--- src/rtl/branch_resolve_unit.sv ---
// Branch resolution: carries BTB prediction metadata IF->ID->EX, detects
// mispredicts, issues redirects, schedules the BTB write-back and keeps stats.
module branch_resolve_unit #(
    parameter int XLEN  = 32,
    parameter int IDX_W = 8,
    parameter int TAG_W = 4,
    parameter int CNT_W = 32
) (
    input  logic             clk_i,
    input  logic             rst_ni,
    input  logic             stall_i,
    input  logic             if_valid_i,
    input  logic [XLEN-1:0]  if_pc_i,
    input  logic             pred_hit_i,
    input  logic [1:0]       pred_ctr_i,
    input  logic [XLEN-1:0]  pred_target_i,
    input  logic             ex_is_br_i,
    input  logic             ex_taken_i,
    input  logic [XLEN-1:0]  ex_target_i,
    output logic             redirect_o,
    output logic [XLEN-1:0]  redirect_pc_o,
    output logic             btb_we_o,
    output logic [IDX_W-1:0] btb_idx_o,
    output logic [TAG_W-1:0] btb_tag_o,
    output logic [XLEN-1:0]  btb_target_o,
    output logic             btb_valid_o,
    output logic [1:0]       btb_ctr_o,
    output logic [CNT_W-1:0] br_cnt_o,
    output logic [CNT_W-1:0] mispred_cnt_o
);

    logic            id_v_q, ex_v_q;
    logic [XLEN-1:0] id_pc_q, ex_pc_q;
    logic            id_hit_q, ex_hit_q;
    logic [1:0]      id_ctr_q, ex_ctr_q;
    logic [XLEN-1:0] id_tgt_q, ex_tgt_q;

    logic            res, pt;
    logic [XLEN-1:0] seq_pc, pred_pc, act_pc;

    logic             we_d, valid_d;
    logic [1:0]       ctr_d;
    logic [XLEN-1:0]  tgt_d;
    logic [IDX_W-1:0] idx_d;
    logic [TAG_W-1:0] tag_d;
    logic [CNT_W-1:0] br_cnt_d, mis_cnt_d;

    always_comb begin
        seq_pc        = ex_pc_q + XLEN'(4);
        pt            = ex_hit_q & ex_ctr_q[1];
        pred_pc       = pt ? ex_tgt_q : seq_pc;
        act_pc        = (ex_is_br_i && ex_taken_i) ? ex_target_i : seq_pc;
        res           = rst_ni & ex_v_q & ~stall_i;
        redirect_o    = res & (act_pc != pred_pc);
        redirect_pc_o = res ? act_pc : '0;
    end

    // BTB write-back decision; a non-branch hit is an alias and is invalidated
    always_comb begin
        we_d    = 1'b0;
        valid_d = 1'b0;
        ctr_d   = 2'b00;
        tgt_d   = '0;
        if (res) begin
            if (ex_is_br_i) begin
                if (ex_hit_q) begin
                    we_d    = 1'b1;
                    valid_d = 1'b1;
                    if (ex_taken_i) begin
                        ctr_d = (ex_ctr_q == 2'b11) ? 2'b11 : ex_ctr_q + 2'd1;
                        tgt_d = ex_target_i;
                    end else begin
                        ctr_d = (ex_ctr_q == 2'b00) ? 2'b00 : ex_ctr_q - 2'd1;
                        tgt_d = ex_tgt_q;
                    end
                end else if (ex_taken_i) begin
                    we_d    = 1'b1;
                    valid_d = 1'b1;
                    ctr_d   = 2'b10;
                    tgt_d   = ex_target_i;
                end
            end else if (ex_hit_q) begin
                we_d = 1'b1;
            end
        end
        idx_d = we_d ? ex_pc_q[IDX_W+1:2] : '0;
        tag_d = we_d ? ex_pc_q[IDX_W+TAG_W+1:IDX_W+2] : '0;
    end

    always_comb begin
        br_cnt_d  = br_cnt_o;
        mis_cnt_d = mispred_cnt_o;
        if (res && ex_is_br_i && br_cnt_o != '1)
            br_cnt_d = br_cnt_o + CNT_W'(1);
        if (redirect_o && mispred_cnt_o != '1)
            mis_cnt_d = mispred_cnt_o + CNT_W'(1);
    end

    always_ff @(posedge clk_i) begin
        if (!rst_ni) begin
            id_v_q        <= 1'b0;
            id_pc_q       <= '0;
            id_hit_q      <= 1'b0;
            id_ctr_q      <= 2'b00;
            id_tgt_q      <= '0;
            ex_v_q        <= 1'b0;
            ex_pc_q       <= '0;
            ex_hit_q      <= 1'b0;
            ex_ctr_q      <= 2'b00;
            ex_tgt_q      <= '0;
            btb_we_o      <= 1'b0;
            btb_idx_o     <= '0;
            btb_tag_o     <= '0;
            btb_target_o  <= '0;
            btb_valid_o   <= 1'b0;
            btb_ctr_o     <= 2'b00;
            br_cnt_o      <= '0;
            mispred_cnt_o <= '0;
        end else begin
            if (redirect_o) begin
                id_v_q <= 1'b0;
                ex_v_q <= 1'b0;
            end else if (!stall_i) begin
                id_v_q   <= if_valid_i;
                id_pc_q  <= if_pc_i;
                id_hit_q <= pred_hit_i;
                id_ctr_q <= pred_ctr_i;
                id_tgt_q <= pred_target_i;
                ex_v_q   <= id_v_q;
                ex_pc_q  <= id_pc_q;
                ex_hit_q <= id_hit_q;
                ex_ctr_q <= id_ctr_q;
                ex_tgt_q <= id_tgt_q;
            end
            btb_we_o      <= we_d;
            btb_idx_o     <= idx_d;
            btb_tag_o     <= tag_d;
            btb_target_o  <= tgt_d;
            btb_valid_o   <= valid_d;
            btb_ctr_o     <= ctr_d;
            br_cnt_o      <= br_cnt_d;
            mispred_cnt_o <= mis_cnt_d;
        end
    end

endmodule

--- config.mk ---
export PLATFORM = sky130hd
export DESIGN_NAME = branch_resolve_unit
export DESIGN_NICKNAME = d
export VERILOG_FILES = /design/src/rtl/branch_resolve_unit.sv
export SDC_FILE = /design/constraint.sdc
export NUM_CORES = 1
export LEC_CHECK = 0
export ABC_AREA = 1
export CAP_MARGIN = 20
export CORE_MARGIN = 3
export CORE_UTILIZATION = 45
export DETAILED_ROUTE_END_ITERATION = 12
export DONT_BUFFER_PORTS = 1
export PLACE_DENSITY_LB_ADDON = 0.3
export RECOVER_POWER = 25
export SLEW_MARGIN = 20
export SYNTH_ARGS = -nofsm -noshare
export SYNTH_HDL_FRONTEND = slang
export SYNTH_SLANG_ARGS = --single-unit
--- constraint.sdc ---
create_clock -name clk_i -period 3.1 [get_ports clk_i]
set_input_delay 0.31 -clock clk_i [delete_from_list [all_inputs] [get_ports clk_i]]
set_output_delay 0.31 -clock clk_i [all_outputs]
set_load 0.005 [all_outputs]
After elaboration in Yosys (flattened, before gate mapping)
Index checks and enable logic that the tools add are counted.

Register bits: 248. Input port bits: 105. Output and inout port bits: 145. Logic and storage cells: 59.

$add $sub $neg: 5. Eq/ne operators: 4. Muxes and demuxes: 16. Bitwise operators: 7. Reductions and logical operators: 9.

Operator list (number): $mux W32 (6); $add A32 B1 Y32 const B (2); $ne A32 B32 Y1 const B (2); $add A32 B3 Y32 const B (1); $ne A32 B32 Y1 (1); $mux W2 (5); $mux W1 (5); $and A1 B1 Y1 (4); $logic_and A1 B1 Y1 (4); $reduce_and A2 Y1 (2); $not A1 Y1 (3); $reduce_and A3 Y1 (1); $add A2 B1 Y2 const B (1); $eq A2 B2 Y1 const B (1); $logic_not A2 Y1 (1); $reduce_or A2 Y1 (1); $sub A2 B1 Y2 const B (1).

Logic depth before layout (Yosys ltp)
Depth in word-level cells: 6. Mapped depth: 22. Gate-level depth less buffers: 21.

Worst setup path after synthesis
No wires, ideal clock.

Kind: register to register. Start point: reg ex_pc_q[2]. End point: reg mispred_cnt_o[16]. Library setup time: 0.128 ns. Arrival time: 2.349 ns. Required time: 2.972 ns. Slack: 0.623 ns. Stages on the path, launching flop included: 23. Buffers on the path: 2. Clock period less this slack: 2.477 ns. Cell sequence: dfxtp_1 > ha_1 > nand2_1 > nor2_2 > nand2_2 > nor2_2 > nand2_1 > nand2_1 > nand2_1 > nand2_1 > nand2_1 > nand2_1 > nand2_1 > nor2_1 > nand2_1 > nor2_1 > nand3_2 > buf_2 > buf_2 > nand3_1 > nand2_1 > nand2_1 > nor2_1.

Word-level cells in the longest chain between the ends: 5. Elaborated cells on any way between the ends: 6. Those cells by class: add/sub: 1; eq/ne: 1; mux: 2; bitwise: 1; reduce/logical: 1.

Ends and longest elaborated chain: start: declaration (RTL line 33) `logic [XLEN-1:0] id_pc_q, ex_pc_q;`; start signal: assignment (RTL line 130) `ex_pc_q <= id_pc_q;`; $add A32 B3 Y32 * (RTL line 49) `seq_pc = ex_pc_q + XLEN'(4);`; $mux W32, on equally long branches (RTL line 52, 51); $ne A32 B32 Y1 * (RTL line 54) `redirect_o = res & (act_pc != pred_pc);`; $and A1 B1 Y1 * (RTL line 54); $logic_and A1 B1 Y1 * (RTL line 95) `if (redirect_o && mispred_cnt_o != '1)`; end signal: assignment (RTL line 142) `mispred_cnt_o <= mis_cnt_d;`; end: declaration (RTL line 29) `output logic [CNT_W-1:0] mispred_cnt_o`.

Mark *: on every way between the ends. The rest lies on a longest branch, timed or not. A chain may end at the register's enable or synchronous reset.

Worst setup path in the final report
Start point: reg ex_pc_q[2]. End point: out redirect_o.

Word-level cells in the longest chain between the ends: 4. Elaborated cells on any way between the ends: 5. Those cells by class: add/sub: 1; eq/ne: 1; mux: 2; bitwise: 1.

Ends and longest elaborated chain: $add A32 B3 Y32 * (RTL line 49); $mux W32, on equally long branches (RTL line 52, 51); $ne A32 B32 Y1 * (RTL line 54); $and A1 B1 Y1 * (RTL line 54); end: declaration (RTL line 20) `output logic redirect_o,`.

Marks and branches as above.

==> results by group <==
Clock network
  – CTS Buffer Depth: 3
  – CTS H-tree depth: 1
  – Root buf cell: clkbuf_16
  – Clk pin slew, worst setup/hold paths: roughly 0.06 ns
  – CTS tree: built
  – TritonCTS sink count: 248
  – Worst skew pair latency: 0.56 ns
  – CTS Buf Count: 29

Yosys
  – Synth unique cells: 38
  – Share of the synthesized area in the top cell type: about a third
  – Sequential element share of the synthesized area: between 30% and 40%
  – Number of synthesized flops with an enable pin: 0
  – Share of flip-flops with an asynchronous set or reset: 0%
  – Main synth FF type: dfxtp_1
  – Post-synth net total: 2504
  – Post-Syn Area: roughly 0.014 sq mm
  – Synth Warn #: 0
  – Post-synth top area cell: dfxtp_1
  – Syn avg cell area: 5.98 sq um
  – Leading post-synthesis cells by cell area: dfxtp_1, nand2_1, nand3_1
  – Flops & latches, synth: 248
  – Mapped Cells: 2396

STA
  – Count of final hold-check violations: 0
  – Fin Clk Skew: 0.0139 ns
  – Final setup fails: 1
  – Max-slew violations: 0
  – Final worst-path cycle share: 102%
  – Slew @ Worst Pin: about 0.84 ns
  – RSZ-0062 raised after global routing: yes
  – Achievable Freq: 318 MHz
  – Setup TNS: -0.0495 ns
  – Min Hold Slack: 0.00981 ns
  – Normalized max-slew margin: 44.2%
  – Fin worst setup slack: -0.0495 ns
  – Min cycle time layout: 3.15 ns

Placement
  – Port buffer count: 0
  – Final GP Congestion: 0.934
  – Detailed Place HPWL: 32000 um
  – Post-DP Area: 0.0147 sq mm

Global routing
  – Pin count of the biggest net entering global routing: 171
  – Initial antenna violation count: 1
  – Global-route wire length before repair: around 73000 um
  – Total GRT Usage: about a quarter
  – Total gr overflow: 0
  – Vias in the first global route: 14085

Cells and area
  – Final instance area: 0.0178 sq mm
  – Final core utilization: 57.4%
  – Final nets: 2597
  – Share of layout cells above drive strength 1: 12.1%
  – Area growth from synthesis to layout: 24.3%
  – Commonest non-fill, non-tap cell in the layout: nand2_1
  – Most frequent cells in the layout: nand2_1, nor2_1, inv_1

Route
  – Drt wl/cell: roughly 16 um
  – Vias/cell: 5.31
  – Detailed Routing Iterations Pass 1: 6
  – Final wirelength: 47900 um
  – DRC Markers: 0
  – Routed Antenna Nets: 0
  – Vias: approximately 15000
  – Initial DRC count: 1136

Status
  – Failing checks: negative setup slack
  – Status: finished, violations left

Floorplan
  – # rows: 64
  – Die ar.: 0.0340 sq mm
  – I/O pin cnt: 250
  – DIE HEIGHT: between 150 and 200 um
  – DIE WIDTH: 184 um
  – Starting density of the core: 46.2%
  – Placeable Area: 0.0310 sq mm

Pwr
  – Pwr Density: 452 mW/mm^2
  – Peak VDD IR: 0.000440 V
  – Leakage: 8.13 nW

Worst hold path
  – Hold Crit Class: input pin to flop

Run
  – Max-Cap Viols: 0

Setup path
  – Crit-path max FO: 4
  – Critical Path RT: 2.79 ns
  – CP endpoint kind: primary output
  – Crit start category: flop
  – Critical path type: flop to primary output
  – Worst EP arrival: 2.84 ns
-- critical path, stage by stage (launching register included) --
cell and delay [ns]:
dfxtp_4 0.36, ha_4 0.18, nand2_4 0.06, nor2_4 0.19, nand2_4 0.12, nor2_4 0.13
buf_4 0.13, nand2_2 0.09, nand3_2 0.08, nand2_2 0.07, nand2_1 0.07, nand2_1 0.06
nor2_1 0.09, nand3_1 0.11, nor2_4 0.16, nand3_4 0.13, nand2_8 0.09, buf_12 0.12
inv_6 0.04
-- metrics by stage --
| stage | worst slack (ns) | power, W | cells |
|---|---|---|---|
| final | -0.0495 | 0.00804 | 2907 |
| after global routing | -0.166 | 0.00838 | 2907 |
| after global placement | -0.123 | 0.00433 | 2711 |
| after floorplan | 0.623 | 0.00416 | 2396 |
| after CTS | -0.0230 | 0.00804 | 2884 |
| after detailed placement | -0.0699 | 0.00435 | 2711 |
-- path summary, 6_finish.rpt --
| path | from | end | slack [ns] | depth (start not counted) |
|---|---|---|---|---|
| hold / removal | pred_target_i[9] | id_tgt_q[9] | 0.01 | 4 |
| setup / recovery | ex_pc_q[2] | redirect_o | -0.05 | 18 |
| setup reg to reg | ex_pc_q[2] | ex_tgt_q[19] | 0.06 | 22 |
| hold reg to reg | id_tgt_q[7] | id_tgt_q[7] | 0.48 | 2 |
-- cell type report --
cell class | instances | area (sq um)
clock inverters | 11 | 140
diodes | 1 | 2.50
fillers | 3049 | 13200
repair buffers | 191 | 2090
flip-flops and latches | 248 | 5000
multi-input cells | 1712 | 8070
well taps | 396 | 495
clock buffers | 41 | 841
inverters | 307 | 1170
-- synth_stat cells (12+ instances only) --
| master | count |
|---|---|
| buf_1 | 24 |
| nand3_1 | 290 |
| inv_1 | 300 |
| nor4_1 | 12 |
| o21ai_0 | 38 |
| nand4_1 | 41 |
| clkbuf_1 | 69 |
| nor3_1 | 25 |
| dfxtp_1 | 248 |
| nand2_1 | 691 |
| a21oi_1 | 186 |
| buf_2 | 15 |
| nor2_1 | 333 |
| or2_2 | 33 |
-- registers in the layout, summed over array words and instances (netlist names), 2 cells and up --
| name | flops |
|---|---|
| br_cnt_o | 32 |
| btb_target_o | 32 |
| ex_pc_q | 32 |
| ex_tgt_q | 32 |
| id_pc_q | 32 |
| id_tgt_q | 32 |
| mispred_cnt_o | 32 |
| btb_idx_o | 8 |
| btb_tag_o | 4 |
| btb_ctr_o | 2 |
| ex_ctr_q | 2 |
| id_ctr_q | 2 |
-- routing by layer --
metal	up-vias	track usage (%)	share of wire, %
li1	7721	-	-
met1	7074	33.0	41
met2	528	43.5	46
met3	110	7.05	8.5
met4	0	9.53	3.8
met5	-	0	0
-- logic make-up after synthesis --
kind of cell / after synthesis / synth area share, %
buffers and inverters: 436 / 12.4
multiplexers: 2 / 0.140
AND/OR/NAND/NOR: 1447 / 42.7
adder cells (fa/ha/maj): 3 / 0.262
AO/OA/AOI/OAI: 245 / 8.88
flip-flops: 248 / 34.7
XOR/XNOR: 15 / 0.918
-- power breakdown --
group          switching [W]  internal [W]  leakage, nW  total (W)
Clock                0.00138       0.00213        0.484    0.00351
Combinational       0.000627      0.000454         5.61    0.00108
Sequential          0.000127       0.00333         2.04    0.00345
Total                0.00213       0.00591         8.13    0.00804
-- timing repair --
| item | CTS | global route |
|---|---|---|
| setup buffers | 21 | 13 |
| resized for setup | 82 | 88 |
| hold buffers | 99 | 2 |
| hold endpoints to repair | 208 | 2 |
| setup endpoints to repair | 117 | 142 |
| pin swaps | 30 | 49 |
| gates cloned | 1 | 8 |
Power figures use the tool's default switching activity.
